`config.mk`:
```
export PLATFORM = sky130hd
export DESIGN_NAME = pr_elastic_flat
export DESIGN_NICKNAME = d
export VERILOG_FILES = /design/src/rtl/pr_elastic_pkg.sv /design/src/rtl/pr_elastic_if.sv /design/src/rtl/pr_elastic_slot.sv /design/src/rtl/pr_elastic.sv /design/src/flat_wrapper.sv
export SDC_FILE = /design/constraint.sdc
export NUM_CORES = 1
export LEC_CHECK = 0
export CELL_PAD_IN_SITES_DETAIL_PLACEMENT = 1
export CELL_PAD_IN_SITES_GLOBAL_PLACEMENT = 1
export CORE_MARGIN = 2
export CORE_UTILIZATION = 36
export CTS_CLUSTER_DIAMETER = 150
export CTS_CLUSTER_SIZE = 16
export DETAILED_ROUTE_END_ITERATION = 10
export PLACE_DENSITY_LB_ADDON = 0.1
export SKIP_LAST_GASP = 1
export SLEW_MARGIN = 10
export SYNTH_ARGS = -nofsm -noshare
export SYNTH_HDL_FRONTEND = slang
export SYNTH_SLANG_ARGS = --single-unit
```
`constraint.sdc`:
```
create_clock -name clk -period 3.85 [get_ports clk]
set_clock_uncertainty 0.05 [all_clocks]
set_input_delay 0.5775 -clock clk [delete_from_list [all_inputs] [get_ports clk]]
set_output_delay 0.5775 -clock clk [all_outputs]
set_load 0.01 [all_outputs]
```
`src/rtl/pr_elastic_pkg.sv`:
```
// pr_elastic_pkg: shared state encoding and depth constant for the elastic pipeline register
package pr_pkg;
  typedef enum logic [1:0] {PR_EMPTY, PR_ONE, PR_FULL} pr_state_e;
  localparam int PR_SKID_DEPTH = 2;
endpackage

```
`src/rtl/pr_elastic_if.sv`:
```
// pr_elastic_if: upstream/downstream handshake bundle plus hazard controls
interface pr_elastic_if #(parameter int WIDTH = 32, parameter int TAG_W = 20);
  logic i_stall, i_flush, i_valid, o_ready, o_valid, i_ready;
  logic [WIDTH-1:0] i_data, o_data, o_data_next;
  logic [TAG_W-1:0] i_tag, o_tag;
  logic [1:0] o_occupancy;
  modport slave (input i_stall, i_flush, i_valid, i_data, i_tag, i_ready,
                 output o_ready, o_valid, o_data, o_tag, o_data_next, o_occupancy);
  modport master (output i_stall, i_flush, i_valid, i_data, i_tag, i_ready,
                  input o_ready, o_valid, o_data, o_tag, o_data_next, o_occupancy);
endinterface

```
`src/rtl/pr_elastic_slot.sv`:
```
// pr_slot: one storage entry (payload+tag word with valid flag); clear beats load beats drop
module pr_slot #(
  parameter int W = 52,
  parameter logic [W-1:0] RESET_VAL = '0
) (
  input  logic         clk,
  input  logic         rst,
  input  logic         load,
  input  logic         clear,
  input  logic         drop,
  input  logic [W-1:0] d,
  output logic [W-1:0] q,
  output logic         valid
);
  always_ff @(posedge clk or posedge rst)
    if (rst) begin
      q <= RESET_VAL;
      valid <= 1'b0;
    end else if (clear) begin
      q <= RESET_VAL;
      valid <= 1'b0;
    end else if (load) begin
      q <= d;
      valid <= 1'b1;
    end else if (drop) valid <= 1'b0;
endmodule

```
`src/rtl/pr_elastic.sv`:
```
// pr_elastic: elastic pipeline register with optional skid entry, hazard stall/flush and lookahead data
module pr_elastic import pr_pkg::*; #(
  parameter int WIDTH = 32,
  parameter int TAG_W = 20,
  parameter bit SKID = 1,
  parameter logic [WIDTH-1:0] RESET_DATA = '0
) (
  input logic clk,
  input logic rst,
  pr_elastic_if.slave bus
);
  localparam int W = WIDTH + TAG_W;
  localparam logic [W-1:0] RV = {RESET_DATA, {TAG_W{1'b0}}};
  pr_state_e state, state_n;
  logic rdy_q, push, pop, kill, main_v, skid_v, main_ld;
  logic [W-1:0] main_q, skid_q, main_d;
  assign kill = bus.i_flush & !bus.i_stall;
  assign bus.o_valid = main_v;
  assign bus.o_ready = (SKID ? rdy_q : (!main_v | bus.i_ready)) & !bus.i_stall;
  assign push = bus.i_valid & bus.o_ready & !bus.i_stall & !bus.i_flush;
  assign pop = main_v & bus.i_ready & !bus.i_stall & !bus.i_flush;
  assign main_ld = (state == PR_EMPTY & push) | (state == PR_ONE & push & pop) | (state == PR_FULL & pop);
  assign main_d = state == PR_FULL ? skid_q : {bus.i_data, bus.i_tag};
  always_comb
    state_n = kill ? PR_EMPTY :
              state == PR_EMPTY ? (push ? PR_ONE : PR_EMPTY) :
              state == PR_ONE ? (push & !pop ? PR_FULL : (!push & pop ? PR_EMPTY : PR_ONE)) :
              (pop ? PR_ONE : PR_FULL);
  // ready is registered from the next state so backpressure never depends on i_ready combinationally
  always_ff @(posedge clk or posedge rst)
    if (rst) begin
      state <= PR_EMPTY;
      rdy_q <= 1'b1;
    end else if (!bus.i_stall) begin
      state <= state_n;
      rdy_q <= state_n != PR_FULL;
    end
  pr_slot #(.W(W), .RESET_VAL(RV)) u_main (
    .clk(clk), .rst(rst), .load(main_ld), .clear(kill),
    .drop(state == PR_ONE & pop & !push), .d(main_d), .q(main_q), .valid(main_v)
  );
  if (SKID) begin : g_skid
    pr_slot #(.W(W), .RESET_VAL(RV)) u_skid (
      .clk(clk), .rst(rst), .load(state == PR_ONE & push & !pop), .clear(kill),
      .drop(state == PR_FULL & pop), .d({bus.i_data, bus.i_tag}), .q(skid_q), .valid(skid_v)
    );
  end else begin : g_noskid
    assign skid_q = RV;
    assign skid_v = 1'b0;
  end
  assign bus.o_data = main_q[W-1:TAG_W];
  assign bus.o_tag = main_q[TAG_W-1:0];
  assign bus.o_data_next = bus.i_stall ? bus.o_data : bus.i_flush ? RESET_DATA :
                           main_ld ? main_d[W-1:TAG_W] : bus.o_data;
  assign bus.o_occupancy = {1'b0, main_v} + {1'b0, skid_v};
endmodule
```
`src/flat_wrapper.sv`:
```
// flat-port wrapper written by rule: the top's interface ports become plain ports
module pr_elastic_flat import pr_pkg::*;
#(
  parameter int WIDTH = 32,
  parameter int TAG_W = 20,
  parameter bit SKID = 1,
  parameter logic [WIDTH-1:0] RESET_DATA = '0
)
  (clk, rst, bus_i_stall, bus_i_flush, bus_i_valid, bus_i_data, bus_i_tag, bus_i_ready, bus_o_ready, bus_o_valid, bus_o_data, bus_o_tag, bus_o_data_next, bus_o_occupancy);
  pr_elastic_if #(.WIDTH(WIDTH), .TAG_W(TAG_W)) bus_i ();
  input logic clk;
  input logic rst;
  input wire logic [$bits(bus_i.i_stall)-1:0] bus_i_stall;
  input wire logic [$bits(bus_i.i_flush)-1:0] bus_i_flush;
  input wire logic [$bits(bus_i.i_valid)-1:0] bus_i_valid;
  input wire logic [$bits(bus_i.i_data)-1:0] bus_i_data;
  input wire logic [$bits(bus_i.i_tag)-1:0] bus_i_tag;
  input wire logic [$bits(bus_i.i_ready)-1:0] bus_i_ready;
  output wire logic [$bits(bus_i.o_ready)-1:0] bus_o_ready;
  output wire logic [$bits(bus_i.o_valid)-1:0] bus_o_valid;
  output wire logic [$bits(bus_i.o_data)-1:0] bus_o_data;
  output wire logic [$bits(bus_i.o_tag)-1:0] bus_o_tag;
  output wire logic [$bits(bus_i.o_data_next)-1:0] bus_o_data_next;
  output wire logic [$bits(bus_i.o_occupancy)-1:0] bus_o_occupancy;
  assign bus_i.i_stall = bus_i_stall;
  assign bus_i.i_flush = bus_i_flush;
  assign bus_i.i_valid = bus_i_valid;
  assign bus_i.i_data = bus_i_data;
  assign bus_i.i_tag = bus_i_tag;
  assign bus_i.i_ready = bus_i_ready;
  assign bus_o_ready = bus_i.o_ready;
  assign bus_o_valid = bus_i.o_valid;
  assign bus_o_data = bus_i.o_data;
  assign bus_o_tag = bus_i.o_tag;
  assign bus_o_data_next = bus_i.o_data_next;
  assign bus_o_occupancy = bus_i.o_occupancy;
  pr_elastic #(.WIDTH(WIDTH), .TAG_W(TAG_W), .SKID(SKID), .RESET_DATA(RESET_DATA)) u_core (.clk(clk), .rst(rst), .bus(bus_i));
endmodule
```
Word level (Yosys, flattened, before mapping):

Index checks and enable logic that the tools add are counted.

* flip-flop bits (word level): 109
* logic and storage cells: 59

* $add $sub $neg: 1
* equality and inequality tests: 3
* muxes and demuxes: 21
* bitwise logic cells: 19
* reductions and logical operators: 9

Operator list (number)
* $mux W52: 5
* $mux W32: 3
* $and A1 B1 Y1: 17
* $mux W2: 5
* $mux W1: 8
* $reduce_bool A3 Y1: 2
* $logic_not A1 Y1: 4
* $reduce_bool A2 Y1: 2
* $add A1 B1 Y2: 1
* $eq A2 B1 Y1 const B: 1
* $eq A2 B2 Y1 const B: 1
* $logic_not A2 Y1: 1
* $ne A2 B2 Y1 const B: 1
* $or A1 B1 Y1: 2

Longest topological paths before layout:

Gate-level depths: netlist of the first run.

* word-level depth: 13
* depth in mapped cells: 8
* depth with buffers taken out: 7

Hierarchy:

A second synthesis of the first run with hierarchy kept.

* cell total of the unflattened synthesis: 632
* area, all modules: 5935.7 µm²

Modules (own cells, without submodules)
* pr_slot: instances 2, cells an instance 173, area each 2172.1 µm², seq. area each 1326.3 µm²
* pr_elastic: instances 1, cells an instance 286, area each 1591.5 µm², seq. area each 76.3 µm²

Least setup slack after synthesis of the first run:

No wires, ideal clock.

* path type: input port to output port
* start point: input bus_i_ready
* end point: output bus_o_data_next[16]
* arrival time: 1.862 ns
* required time: 3.222 ns
* path slack: 1.360 ns
* cell stages on the path: 7
* path buffers: 3
* path through: nand2_1 > or3_1 > buf_2 > a21o_1 > buf_6 > buf_6 > mux2i_1

* cells in the longest elaborated chain, start to end: 9

RTL lines
* start, declared: RTL line flat_wrapper.sv:18 `input wire logic [$bits(bus_i.i_ready)-1:0] bus_i_ready;`
* $and A1 B1 Y1 (*) (3 in a row): RTL line pr_elastic.sv:21 `assign pop = main_v & bus.i_ready & !bus.i_stall & !bus.i_flush;`
* $and A1 B1 Y1: RTL line pr_elastic.sv:22 `assign main_ld = (state == PR_EMPTY & push) | (state == PR_ONE & push & pop) | (state == PR_FULL & pop);`
* $or A1 B1 Y1: RTL line pr_elastic.sv:22
* $or A1 B1 Y1 (*): RTL line pr_elastic.sv:22
* $mux W32 (*): RTL line pr_elastic.sv:54 `main_ld ? main_d[W-1:TAG_W] : bus.o_data;`
* $mux W32 (*) (2 in a row): RTL line pr_elastic.sv:53 `assign bus.o_data_next = bus.i_stall ? bus.o_data : bus.i_flush ? RESET_DATA :`
* end, declared: RTL line flat_wrapper.sv:23 `output wire logic [$bits(bus_i.o_data_next)-1:0] bus_o_data_next;`

Every way passes the cells marked *; elsewhere a longest branch is shown, timed or not.

Final worst setup path of the first run:

* start point: input bus_i_valid
* end point: output bus_o_data_next[1]

* cells in the longest elaborated chain, start to end: 10

RTL lines
* start, declared: RTL line flat_wrapper.sv:15 `input wire logic [$bits(bus_i.i_valid)-1:0] bus_i_valid;`
* $and A1 B1 Y1 (*) (3 in a row): RTL line pr_elastic.sv:20 `assign push = bus.i_valid & bus.o_ready & !bus.i_stall & !bus.i_flush;`
* $and A1 B1 Y1 (2 in a row): RTL line pr_elastic.sv:22
* $or A1 B1 Y1 (*) (2 in a row): RTL line pr_elastic.sv:22
* $mux W32 (*): RTL line pr_elastic.sv:54
* $mux W32 (*) (2 in a row): RTL line pr_elastic.sv:53

Marked as above.

==> impl_metrics.yaml, run 1 <==
run_status:
  status: "completed"
drt:
  drt_iter0_markers: 194
  vias: 4751
  via_per_inst: 5.28
  drc: 0
  dr.pass1.iters: 4
  ant_nets: 0
  wl_um: 16400
  detail_route.wl_per_cell_um: 18.2
finish:
  final_util: 0.498
  num_antenna_cells: 0
  fin_nets: 738
  drive_above_1_share: 0.160
  syn_to_final_growth_pct: 35.4
  postLayoutCellArea_mm2: 0.00788
  final_common_cell: "clkdlybuf4s50_1"
  final_cell_mix: "clkdlybuf4s50_1 (143), dfrtp_1 (108), o21ai_0 (54), inv_1 (53), nand3_1 (53)"
worst_setup_path:
  cp.arrival_ns: 3.10
  startpoint_type: "primary input"
  cp-end-kind: "output port"
  crit_top_cell: "clkdlybuf4s50_1"
  crit_required_ns: 3.22
  critPathMaxStageDelay_ns: 0.57
  critPathMaxFanout: 9
  setup.worst_path.class: "in -> out"
  cp_slowest_cell: "or3_2"
  crit_chain: "clkdlybuf4s50_1 -> nand2_2 -> or3_2 -> buf_4 -> a2111oi_4 -> a31o_2 -> clkdlybuf4s50_1"
global_routing:
  antenna_found_initial: 0
  grt_pass1_wl_um: 27500
  grtUsageTotal: 0.196
  grt_overflow: 0
  grt_pass1_vias: 5161
  grt_max_degree: 81
floorplanning:
  coreArea_mm2: 0.0158
  placementRows: 46
  ioPinCount: 146
  die_w_um: 131
  start_util: 0.368
  die_h_um: 131
  die_area_mm2: 0.0172
logic_synthesis:
  yosysUniqueCellTypes: 31
  synth_ff_type: "dfrtp_1"
  synth_edf_count: 0
  syn_avg_cell_area_um2: 10.5
  synth_area_mm2: 0.00582
  async_reset_ff_frac: 1.00
  syn_inst: 552
  ys_ff_latch: 109
  synth.net_count: 612
  synth_warnings: 0
  synth_seq_area_share: 0.469
clocking:
  clockRootBuffer: "clkbuf_16"
  clockBufferDepth: 2
  cts-htree-levels: 3
  cts_setup_buffers: 0
  hold_buffers: 0
  cts_tree: "done"
  cts_num_sinks: 109
  clk_pin_slew_ns: 0.08
  cts_made_buffers: 9
  cts-resized-gates: 0
  clock_latency_ns: 0.36
min_path:
  hold_path.class: "reg -> reg"
placed_design:
  place_hpwl_um: 11300
  io_buffer_count: 145
  routabilityCongestion: 0.770
  placed_area_mm2: 0.00752
sta:
  setup_viol: 0
  period_share: 0.969
  clock.fmax_mhz: 268
  fin_crit_ns: 3.73
  tightest_slew_ns: 0.759
  final.setup.tns_ns: 0
  hold_ws_ns: 0.445
  drv_slew: 0
  finalHoldViolations: 0
  slew_headroom: 0.494
  rsz0062_at_grt: "false"
pwr:
  peakVddDrop_uv: 231
  power.leakage_nw: 3.54
  power_density_mw_per_mm2: 388
job:
  cap_violations: 0
[worst max-delay path, delay by kind of cell]
family          cells  cell delay, ns
compound gates      2            0.55
simple gates        2            0.66
buf+inv             3            1.31
[path summary, 6_finish.rpt]
path / slack, ns / startpoint / endpoint / cells after the start
min in group asynchronous: 0.65 / rst / u_core.u_main.q[0] / 2
min: 0.44 / u_core.u_main.q[16] / u_core.u_main.q[16] / 1
max in group asynchronous: 2.34 / rst / u_core.rdy_q / 3
max reg2reg: 1.42 / u_core.rdy_q / u_core.u_main.q[10] / 6
max: 0.12 / bus_i_valid / bus_o_data_next[1] / 7
min reg2reg: 0.44 / u_core.u_main.q[16] / u_core.u_main.q[16] / 1
[metal layers]
layer | track usage | vias up | wire [um]
li1 | - | 2233 | -
met1 | 0.236 | 2407 | 7110
met2 | 0.351 | 96 | 8430
met3 | 0.0428 | 15 | 597
met4 | 0.0592 | 0 | 252
met5 | 0 | - | 0
[registers in the layout, summed over array words and instances, names as in the netlist]
register	flops
u_core.g_skid.u_skid.q	52
u_core.g_skid.u_skid.valid	1
u_core.rdy_q	1
u_core.state	2
u_core.u_main.q	52
u_core.u_main.valid	1
[cell type report]
type / instances / area [um^2]
clock buffer: 10 / 239
clock inverter: 6 / 116
fill: 1698 / 7950
inverter: 54 / 205
multi-input combinational: 334 / 2630
sequential: 109 / 2730
tap: 216 / 270
timing repair buffer: 170 / 1690
[stage by stage]
step,cells,power [W],setup slack (ns)
after detailed placement,883,0.00198,0.120
after floorplan,552,0.00163,0.350
after CTS,899,0.00310,0.107
after global routing,899,0.00319,0.0200
final,899,0.00305,0.119
after global placement,883,0.00197,0.137
[report_power, final]
part           internal [W]  total, W  switching (W)
registers           0.00122   0.00128      0.0000562
clock network      0.000660   0.00110       0.000443
logic              0.000356  0.000676       0.000320
total               0.00224   0.00305       0.000819
[cell usage after synthesis (all sizes together) (4+ instances only)]
cell / instances / area, um^2
a2111oi: 23 / 577
a21oi: 25 / 125
a31o: 47 / 412
buf: 33 / 205
clkbuf: 22 / 82.6
dfrtp: 108 / 2700
inv: 54 / 203
mux2i: 35 / 350
nand2: 21 / 81.3
nand3: 53 / 265
nor2: 26 / 97.6
nor2b: 4 / 25.0
o211ai: 8 / 60.1
o21ai: 54 / 270
o2bb2ai: 26 / 228
[cells by family after synthesis]
logic type,after synthesis,share of synthesized area
fa+ha+maj,2,0.00430
simple gates,110,0.0870
flops,109,0.469
compound gates,187,0.296
buf+inv,109,0.0842
mux,35,0.0602
Power figures use the tool's default switching activity.
==> run 2, diff against run 1 <==
--- a/config.mk
+++ b/config.mk
@@ -8,7 +8,7 @@
 export CELL_PAD_IN_SITES_DETAIL_PLACEMENT = 1
 export CELL_PAD_IN_SITES_GLOBAL_PLACEMENT = 1
 export CORE_MARGIN = 2
-export CORE_UTILIZATION = 36
+export CORE_UTILIZATION = 38
 export CTS_CLUSTER_DIAMETER = 150
 export CTS_CLUSTER_SIZE = 16
 export DETAILED_ROUTE_END_ITERATION = 10
==> constraint.sdc (replaced) <==
create_clock -name clk -period 3.7 [get_ports clk]
set_clock_uncertainty 0.05 [all_clocks]
set_input_delay 0.555 -clock clk [delete_from_list [all_inputs] [get_ports clk]]
set_output_delay 0.555 -clock clk [all_outputs]
set_load 0.01 [all_outputs]
==> impl_metrics.yaml, run 2 (same netlist as run 1, synthesis figures left out) <==
global_routing:
  grt_overflow: 0
  grt.busiest_layer: "met2"
  grt_pass1_wl_um: 26700
  antenna_found_initial: 0
  grtUsageTotal: 0.204
  use_met3: 0.0280
  grtUsageMet1: 0.273
  grt_pass1_vias: 5151
  grt_util_met2: 0.339
  grt_max_degree: 67
drt:
  detail_route.wl_per_cell_um: 18.9
  ant_nets: 0
  dr.pass1.iters: 4
  drt_iter0_markers: 194
  drc: 0
  via_per_inst: 5.51
  wl_um: 16400
  vias: 4798
min_path:
  hold_path.class: "reg -> reg"
  min_from: "u_core.u_main.q[2]"
job:
  cap_violations: 0
floorplanning:
  start_util: 0.386
  placementRows: 45
  die_h_um: 128
  die_w_um: 128
  ioPinCount: 146
  die_area_mm2: 0.0163
  coreArea_mm2: 0.0151
worst_setup_path:
  critPathMaxStageDelay_ns: 0.57
  cp_slowest_cell: "clkdlybuf4s50_1"
  cp-end-kind: "output port"
  regToRegStartpoint: "u_core.state[0]"
  crit_required_ns: 3.09
  cp.arrival_ns: 2.98
  crit_buf_inv: 2
  startpoint: "u_core.state[0]"
  crit_chain: "nand2b_2 -> a2bb2oi_4 -> buf_12 -> a31o_2 -> o2bb2ai_1 -> clkdlybuf4s50_1"
  critPathMaxFanout: 24
  path_delay_family: "compound AO/OA/AOI/OAI gates"
  startpoint_type: "flip-flop"
  setup.worst_path.class: "reg -> out"
placed_design:
  place_hpwl_um: 10900
  io_buffer_count: 145
  routabilityCongestion: 0.782
sta:
  finalHoldViolations: 0
  period_share: 0.968
  rsz0062_at_grt: "false"
  tightest_slew_ns: 0.815
  final.setup.tns_ns: 0
  fin_crit_ns: 3.58
  drv_slew: 0
  slew_headroom: 0.457
  setup_viol: 0
  clock.fmax_mhz: 279
finish:
  final_common_cell: "clkdlybuf4s50_1"
  final-seq-area_mm2: 0.00273
  drive_above_1_share: 0.157
  n_fill_cell: 1629
  final_util: 0.517
  final_cell_mix: "clkdlybuf4s50_1 (143), dfrtp_1 (108), o21ai_0 (54), inv_1 (53), nand3_1 (53)"
  reg_top3: "u_core.g_skid.u_skid.q (52), u_core.u_main.q (52), u_core.state (2)"
  num_antenna_cells: 0
  fin_nets: 738
  multiInputGateArea_mm2: 0.00264
  syn_to_final_growth_pct: 34.0
pwr:
  power_density_mw_per_mm2: 386
  peakVddDrop_uv: 220
  power.leakage_nw: 3.51
clocking:
  clock_latency_ns: 0.35
  clk_pin_slew_ns: 0.07
  clockRootBuffer: "clkbuf_16"
  cts_tree: "done"
  cts_setup_buffers: 0
  cts_num_sinks: 109
  cts-htree-levels: 3
  cts_made_buffers: 9
  clockBufferDepth: 2
  hold_buffers: 0
run_status:
  status: "completed"
[run 2: final timing paths]
kind	end	slack, ns	depth (start not counted)
worst min register to register	u_core.u_main.q[2]	0.44	1
worst min-delay path	u_core.u_main.q[2]	0.44	1
min in group asynchronous	u_core.u_main.q[0]	0.59	2
worst max-delay path	bus_o_data_next[29]	0.12	6
worst max register to register	u_core.u_main.q[47]	1.27	5
max in group asynchronous	u_core.rdy_q	2.19	3
[run 2: layout make-up]
class | count | area share
repair buffers | 169 | 0.217
inverters | 54 | 0.0263
multi-input cells | 335 | 0.339
well taps | 188 | 0.0301
clock inverters | 5 | 0.00770
flip-flops and latches | 109 | 0.350
clock buffers | 11 | 0.0298
[run 2: power by group]
group | total [W] | leakage [nW] | internal [W] | switching, W
registers | 0.00133 | 1.48 | 0.00127 | 0.0000577
clock network | 0.000979 | 0.140 | 0.000529 | 0.000451
logic | 0.000707 | 1.89 | 0.000373 | 0.000334
total | 0.00301 | 3.51 | 0.00217 | 0.000842
[run 2: metrics by stage]
| stage | instances | area [um^2] | hold slack, ns | setup slack [ns] | power [W] |
|---|---|---|---|---|---|
| floorplan | 552 | 5820 | 0.418 | 0.223 | 0.00170 |
| global placement | 854 | 7490 | 0.426 | 0.0527 | 0.00204 |
| detailed placement | 854 | 7490 | 0.423 | 0.00336 | 0.00206 |
| CTS | 870 | 7790 | 0.450 | 0.00681 | 0.00305 |
| global route | 871 | 7800 | 0.465 | 0.00339 | 0.00316 |
| finish | 871 | 7800 | 0.444 | 0.119 | 0.00301 |
[run 2: metal layers]
| layer | share of wire | routed length [um] |
|---|---|---|
| met1 | 0.46 | 7610 |
| met2 | 0.49 | 8030 |
| met3 | 0.030 | 501 |
| met4 | 0.018 | 303 |
| met5 | 0 | 0 |
[run 2: timing repair]
item,4_1_cts,5_1_grt
hold endpoints to repair,0,0
resized for setup,0,3
setup endpoints to repair,0,32
[run 2: worst reg2reg max path: stages (launching register included)]
cell	delay [ns]
dfrtp_1	0.48
nand2b_2	0.38
a2bb2oi_4	0.25
a21o_2	0.70
buf_4	0.32
a31o_2	0.18
